==> config.mk <==
export PLATFORM = sky130hd
export DESIGN_NAME = div_unit
export DESIGN_NICKNAME = d
export VERILOG_FILES = /design/src/rtl/div_unit.sv
export SDC_FILE = /design/constraint.sdc
export NUM_CORES = 1
export LEC_CHECK = 0
export BUFFER_PORTS_ARGS = -buffer_cell sky130_fd_sc_hd__buf_2
export CAP_MARGIN = 10
export CORE_ASPECT_RATIO = 0.5
export CORE_MARGIN = 2
export CORE_UTILIZATION = 45
export CTS_CLUSTER_SIZE = 16
export DETAILED_ROUTE_END_ITERATION = 8
export GPL_TIMING_DRIVEN = 0
export SETUP_SLACK_MARGIN = 0.1
export SLEW_MARGIN = 15
export SYNTH_ARGS = -nofsm -noshare
export SYNTH_HDL_FRONTEND = slang
export SYNTH_SLANG_ARGS = --single-unit
==> constraint.sdc <==
create_clock -name clk -period 5.82 [get_ports clk]
set_input_delay 1.164 -clock clk [delete_from_list [all_inputs] [get_ports clk]]
set_output_delay 1.164 -clock clk [all_outputs]
set_load 0.02 [all_outputs]
==> src/rtl/div_unit.sv <==
// -----------------------------------------------------------------------------
// div_unit
// Sequential 32-bit integer divider for the execute stage. Radix-2 restoring
// algorithm, one quotient bit per cycle, signed or unsigned. Returns
// {remainder, quotient} on a 64-bit bus for the HI/LO registers.
//
// Ports:
//   clk           in   1   clock, rising edge
//   resetn        in   1   synchronous, active-low reset
//   div_sign      in   1   1 = signed divide, 0 = unsigned (sampled with start)
//   div_start_i   in   1   start request, accepted only when idle
//   div_cancel_i  in   1   abort the in-flight divide (pipeline flush)
//   div_op1       in  32   dividend (sampled with start)
//   div_op2       in  32   divisor  (sampled with start)
//   result        out 64   {remainder, quotient}, held between completions
//   div_ready_o   out  1   one-cycle pulse when result is updated
//   div_busy_o    out  1   high while a divide is in flight
//   div_zero_o    out  1   (DIV_ZERO_DETECT_EN only) pulses with div_ready_o
//                          when the divisor was zero
//
// Configuration macro: DIV_ZERO_DETECT_EN
//   Defined: zero divisors skip the iteration loop and complete one cycle
//   after acceptance with result {op1, 32'hFFFFFFFF}, flagged on div_zero_o.
//   Undefined: zero divisors run the full loop; the restoring algorithm then
//   yields the architectural divide-by-zero values naturally.
//
// Handshake: a start is taken on any rising edge where div_start_i=1 and the
// unit is idle (div_busy_o=0); operands and div_sign are captured on that edge
// and later input changes are ignored. Completion is signalled by a single
// cycle div_ready_o pulse, during which the unit is already idle and can take
// the next start. A cancel while busy returns to idle with no ready pulse and
// leaves result untouched.
// -----------------------------------------------------------------------------
module div_unit (
    input  logic        clk,
    input  logic        resetn,
    input  logic        div_sign,
    input  logic        div_start_i,
    input  logic        div_cancel_i,
    input  logic [31:0] div_op1,
    input  logic [31:0] div_op2,
    output logic [63:0] result,
    output logic        div_ready_o,
`ifdef DIV_ZERO_DETECT_EN
    output logic        div_zero_o,
`endif
    output logic        div_busy_o
);

    typedef enum logic [1:0] {
        S_IDLE = 2'd0,
        S_CALC = 2'd1,
        S_FIX  = 2'd2
    } state_e;

    state_e      state_q, state_d;
    logic [31:0] rem_q, rem_d;        // partial remainder
    logic [31:0] quo_q, quo_d;        // dividend shifting out / quotient shifting in
    logic [31:0] dvs_q, dvs_d;        // |divisor|
    logic [4:0]  cnt_q, cnt_d;
    logic        neg_quo_q, neg_quo_d;
    logic        neg_rem_q, neg_rem_d;
    logic [63:0] result_q, result_d;
    logic        ready_q, ready_d;
`ifdef DIV_ZERO_DETECT_EN
    logic        dz_q, dz_d;          // current divide has a zero divisor
    logic        zero_q, zero_d;
`endif

    logic        op1_neg, op2_neg;
    logic [31:0] op1_abs, op2_abs;
    logic [32:0] shifted;
    logic [32:0] trial;
    logic [31:0] quo_fix, rem_fix;

    // Datapath helpers
    always_comb begin
        op1_neg = div_sign & div_op1[31];
        op2_neg = div_sign & div_op2[31];
        op1_abs = op1_neg ? (~div_op1 + 32'd1) : div_op1;
        op2_abs = op2_neg ? (~div_op2 + 32'd1) : div_op2;
        // {rem,quo} shifted left by one; the dividend MSB enters the remainder.
        // The remainder is always below the divisor, so 33 bits cannot
        // overflow and trial[32] is a true sign bit.
        shifted = {rem_q, quo_q[31]};
        trial   = shifted - {1'b0, dvs_q};
        // Quotient sign = XOR of operand signs; remainder follows the dividend.
        quo_fix = neg_quo_q ? (~quo_q + 32'd1) : quo_q;
        rem_fix = neg_rem_q ? (~rem_q + 32'd1) : rem_q;
    end

    // Next-state and output logic
    always_comb begin
        state_d   = state_q;
        rem_d     = rem_q;
        quo_d     = quo_q;
        dvs_d     = dvs_q;
        cnt_d     = cnt_q;
        neg_quo_d = neg_quo_q;
        neg_rem_d = neg_rem_q;
        result_d  = result_q;
        ready_d   = 1'b0;
`ifdef DIV_ZERO_DETECT_EN
        dz_d      = dz_q;
        zero_d    = 1'b0;
`endif

        case (state_q)
            S_IDLE: begin
                if (div_start_i) begin
                    neg_quo_d = op1_neg ^ op2_neg;
                    neg_rem_d = op1_neg;
                    dvs_d     = op2_abs;
                    rem_d     = 32'd0;
                    quo_d     = op1_abs;
                    cnt_d     = 5'd0;
                    state_d   = S_CALC;
`ifdef DIV_ZERO_DETECT_EN
                    dz_d = (div_op2 == 32'd0);
                    if (div_op2 == 32'd0) begin
                        // Preload the final values so FIX only has to copy
                        // them out: raw op1 as remainder, all-ones quotient,
                        // no sign correction.
                        neg_quo_d = 1'b0;
                        neg_rem_d = 1'b0;
                        rem_d     = div_op1;
                        quo_d     = 32'hFFFF_FFFF;
                        state_d   = S_FIX;
                    end
`endif
                end
            end

            S_CALC: begin
                if (div_cancel_i) begin
                    state_d = S_IDLE;
                end else begin
                    if (!trial[32]) begin
                        rem_d = trial[31:0];
                        quo_d = {quo_q[30:0], 1'b1};
                    end else begin
                        rem_d = shifted[31:0];
                        quo_d = {quo_q[30:0], 1'b0};
                    end
                    cnt_d = cnt_q + 5'd1;
                    if (cnt_q == 5'd31) begin
                        state_d = S_FIX;
                    end
                end
            end

            S_FIX: begin
                state_d = S_IDLE;
                // Cancel wins over completion: result and ready stay quiet.
                if (!div_cancel_i) begin
                    result_d = {rem_fix, quo_fix};
                    ready_d  = 1'b1;
`ifdef DIV_ZERO_DETECT_EN
                    zero_d   = dz_q;
`endif
                end
            end

            default: begin
                state_d = S_IDLE;
            end
        endcase
    end

    always_ff @(posedge clk) begin
        if (!resetn) begin
            state_q   <= S_IDLE;
            rem_q     <= 32'd0;
            quo_q     <= 32'd0;
            dvs_q     <= 32'd0;
            cnt_q     <= 5'd0;
            neg_quo_q <= 1'b0;
            neg_rem_q <= 1'b0;
            result_q  <= 64'd0;
            ready_q   <= 1'b0;
`ifdef DIV_ZERO_DETECT_EN
            dz_q      <= 1'b0;
            zero_q    <= 1'b0;
`endif
        end else begin
            state_q   <= state_d;
            rem_q     <= rem_d;
            quo_q     <= quo_d;
            dvs_q     <= dvs_d;
            cnt_q     <= cnt_d;
            neg_quo_q <= neg_quo_d;
            neg_rem_q <= neg_rem_d;
            result_q  <= result_d;
            ready_q   <= ready_d;
`ifdef DIV_ZERO_DETECT_EN
            dz_q      <= dz_d;
            zero_q    <= zero_d;
`endif
        end
    end

    assign result      = result_q;
    assign div_ready_o = ready_q;
    assign div_busy_o  = (state_q != S_IDLE);
`ifdef DIV_ZERO_DETECT_EN
    assign div_zero_o  = zero_q;
`endif

endmodule

; ---- After elaboration in Yosys (flattened, before gate mapping)
; Index checks and enable logic that the tools add are counted.
[word_totals]
ff_bits = 170
in_bits = 69
output_inout_bits = 66
word_cells = 57
[op_classes]
n_addsub = 6
n_eq_ne = 6
n_mux = 20
bitwise_logic = 8
reduce_logical = 8
[op_table]
columns = operator, count
row1 = $mux 32, 9
row2 = $add 32x1->32 const B, 4
row3 = $not 32->32, 4
row4 = $pmux 32 s2, 2
row5 = $sub 33x32->33, 1
row6 = $mux 5, 2
row7 = $pmux 5 s2, 1
row8 = $reduce_and 2->1, 4
row9 = $mux 2, 3
row10 = $add 5x1->5 const B, 1
row11 = $eq 5x5->1 const B, 1
row12 = $ne 2x2->1 const B, 2
row13 = $pmux 2 s2, 1
row14 = $reduce_bool 2->1, 2
row15 = $ne 3x3->1 const B, 1
row16 = $reduce_and 3->1, 1
row17 = $and 1x1->1, 2
row18 = $eq 2x1->1 const B, 1
row19 = $eq 2x2->1 const B, 1
row20 = $logic_not 2->1, 1
row21 = $mux 1, 2
row22 = $not 1->1, 1
row23 = $xor 1x1->1, 1

; ---- Logic depth before layout (Yosys ltp)
[depth]
ltp_word = 5
depth_mapped = 13
mapped_depth_nobuf = 12

; ---- Least setup slack after synthesis
; Ideal clock, no wire load.
[synth_path]
path_kind = input -> register
start = in div_op2[12]
end = reg dvs_q[29]
setup_time_ps = 116
arrival_time_ps = 3626
required_time_ps = 5704
slack_ps = 2078
path_stages = 9
path_cell_list = or4_1 or4_1 or2_1 nand2b_4 or4_4 o41ai_4 xor2_1 nand2_1 o211a_1
[synth_via]
elab_chain_len = 3
[synth_lines]
columns = element, line_no
row1 = "start, declared", 41  ; input logic [31:0] div_op2,
row2 = $not 32->32, 81  ; op2_abs = op2_neg ? (~div_op2 + 32'd1) : div_op2;
row3 = $add 32x1->32, 81
row4 = $mux 32, 81
row5 = "end signal, assigned", 189  ; dvs_q <= dvs_d;
row6 = "end, declared", 59  ; logic [31:0] dvs_q, dvs_d;
; No other way between the ends.
; A chain may end at the register's enable or synchronous reset.

; ---- Worst setup path after layout
[layout_path]
start = reg rem_q[20]
end = reg rem_q[2]
[layout_via]
elab_chain_len = 4
[layout_lines]
columns = element, line_no
row1 = "start, declared", 57  ; logic [31:0] rem_q, rem_d;
row2 = "start signal, assigned", 187  ; rem_q <= rem_d;
row3 = $sub 33x32->33, 86  ; trial = shifted - {1'b0, dvs_q};
row4 = $mux 32, 138  ; if (!trial[32]) begin
row5 = $mux 32, 135  ; if (div_cancel_i) begin
row6 = $pmux 32 s2, 108  ; case (state_q)
; No other way between the ends. The select of a mux whose other input is x is not followed.

==> flow_summary.ini <==
[yosys]
synth_edf_count = 0
syn-num-nets = 1470
synthFlopType = dfxtp_1
synth_area_um2 = 10800
yosysWarningCount = 0
ys_types = 60
yosys.area.top_type = dfxtp_1
avgSynthCellArea_um2 = 7.90
ys_ff_latch = 170
synth_area_leaders = dfxtp_1, xor2_1, o211a_1, nand2_1, ha_1
syn_inst = 1362
synth_top_cell_area_share = 0.316
async_reset_ff_frac = 0
yosysSeqAreaShare = 0.316

[detailed_routing]
drt_pass1_iterations = 6
wl_per_cell_um = 18.1
dr.first_iter.drc_count = 750
antenna_left = 0
finalWirelength_um = 33200
routed-via-count = 10700
drt-met1-wl_um = 16000
vias_per_cell = 5.82
dr.max_layer_used = met4
drc = 0
wl_met3_um = 1410
route.met2.wl_um = 15300

[worst_setup_path]
cp.arrival_ns = 4.61
end_kind = register
crit_path_top_delay_cell = xor2_1
critPathMaxStageDelay_ns = 0.65
start_kind = register
critPathKind = register to register
path_cells = ha_1 > clkbuf_1 > a21oi_1 > nor2_1 > a2111oi_0 > a21oi_1 > a211oi_1 > o21ai_1 > xor2_1 > clkbuf_1 > nand4_1 > o311ai_0
reg2reg_setup_slack_ns = 1.55
critPathRequiredTime_ns = 6.16
crit_fanout = 10

[timing]
fin_crit_ns = 4.27
grt_setup_unrepaired = false
finalCritPeriodShare = 0.734
setup_viol = 0
clock.fmax_mhz = 234
tightest_slew_ns = 0.926
setup_tns_ns = 0
slew_violations = 0
fin_hold_ws_ns = 0.464
relSlewSlack = 0.378
finalHoldViolations = 0
finClkSkew_ns = 0.00988

[clock_network]
clk_latency_ns = 0.44
cts.sink_count = 170
cts_made_buffers = 17
holdBufCountCts = 0
cts_setup_buffers = 0
clkTransAtPathRegs_ns = 0.07
cts_resized = 0
ctsRootBufferMaster = clkbuf_16
tritoncts = built
htree_levels = 4
clockBufferDepth = 2

[place]
place_congestion = 0.904
dpl_cell_area_um2 = 11800
port_buffers = 133
post-dp-hpwl_um = 26200

[power_and_ir_drop]
max-vdd-ir-drop_uv = 207
finalPower_mw = 3.00
power-per-cell-area_nw_per_um2 = 241
leakagePower_nw = 5.89

[cells_and_area]
area_delta_synth_final_pct = 15.6
drive_gt1_frac = 0.121
num_antenna_cells = 0
final_cell_mix = nand2_1, dfxtp_1, buf_2
final_nets = 1622
final_area_um2 = 12400
final_common_cell = nand2_1

[floorplan]
die_h_um = 113
start_util = 0.465
die_area_um2 = 25200
placementRows = 39
die-width_um = 223
fp.coreArea_um2 = 23100
io-pin-count = 135

[hold_path]
min_path_type = register to register

[global_routing]
grt_overflow_total = 0
grt_pass1_vias = 9914
grt_util_all_layers = 0.260
antenna_found_initial = 0
grt_pass1_wl_um = 52200
grt_max_degree = 17

[job]
cap_violations = 0

[run_status]
outcome = finished, final reports clean
## cells in the mapped netlist, drive strengths merged, types with 4 or more instances
cell type	instances
nand2	193
dfxtp	170
xor2	103
o21ai	92
a21oi	86
clkbuf	80
o211a	75
nand3	73
nor2	63
inv	47
xnor2	39
ha	38
o31ai	32
or3	25
and2	23
nor2b	22
nor3	20
o211ai	17
o41ai	17
or4	17
a211oi	14
a32oi	12
nand2b	10
nand4	9
o21a	9
a21boi	8
buf	7
o22ai	7
or2	7
a21o	6
nor3b	5
nor4	5
and3	4
## cell type report
cell class / instances / area, um2
Sequential cell: 170 / 3400
Tap cell: 307 / 384
Fill cell: 2288 / 10700
Timing Repair Buffer: 133 / 666
Inverter: 47 / 176
Clock inverter: 11 / 168
Multi-Input combinational cell: 1058 / 6850
Clock buffer: 20 / 457
Buffer: 87 / 330
## layer usage
layer  GRT usage  vias to the layer above
met2       0.437                      232
met1       0.353                     5203
li1            -                     5193
met3      0.0374                       42
met4      0.0658                        0
met5           0                        -
## cells by family after synthesis
logic type | synth area share
AND/OR/NAND/NOR | 0.215
buffers and inverters | 0.0471
flip-flops | 0.316
adder cells (fa/ha/maj) | 0.0461
XOR/XNOR | 0.116
AO/OA/AOI/OAI | 0.260
## final timing paths
path                   from   endpoint  cells after the start
setup reg to reg  rem_q[20]   rem_q[2]                     12
hold reg to reg   dvs_q[31]  dvs_q[31]                      2
hold / removal    dvs_q[31]  dvs_q[31]                      2
setup / recovery  rem_q[20]   rem_q[2]                     12
## worst max-delay path: cells and delay by family (launching register included)
kind	cells	cell delay, ns
compound gates	6	1.67
flops	1	0.47
fa+ha+maj	1	0.28
xor+xnor	1	0.65
simple gates	2	0.29
buf+inv	2	0.81
## flip-flops by register name (all words and copies together), names as in the netlist
name and cells:
dvs_q 32, rem_q 32, cnt_q 5, state_q 2, quo_q 32, div_ready_o 1, result 64, neg_rem_q 1
neg_quo_q 1
## stage by stage
stage | setup slack (ns) | utilization | std cells
floorplan | 2.08 | - | 1362
global route | 1.39 | 0.537 | 1833
CTS | 1.74 | 0.537 | 1833
global placement | 1.82 | 0.510 | 1802
finish | 1.55 | 0.537 | 1833
detailed placement | 1.77 | 0.510 | 1802
## where the power goes
| part | leakage [nW] | total [mW] | internal [mW] | switching, mW |
|---|---|---|---|---|
| Combinational | 4.20 | 0.507 | 0.195 | 0.312 |
| Sequential | 1.38 | 1.26 | 1.21 | 0.0520 |
| Clock | 0.303 | 1.23 | 0.739 | 0.495 |
| Total | 5.89 | 3.00 | 2.14 | 0.859 |
No activity file was read; power rests on OpenSTA's default activity.
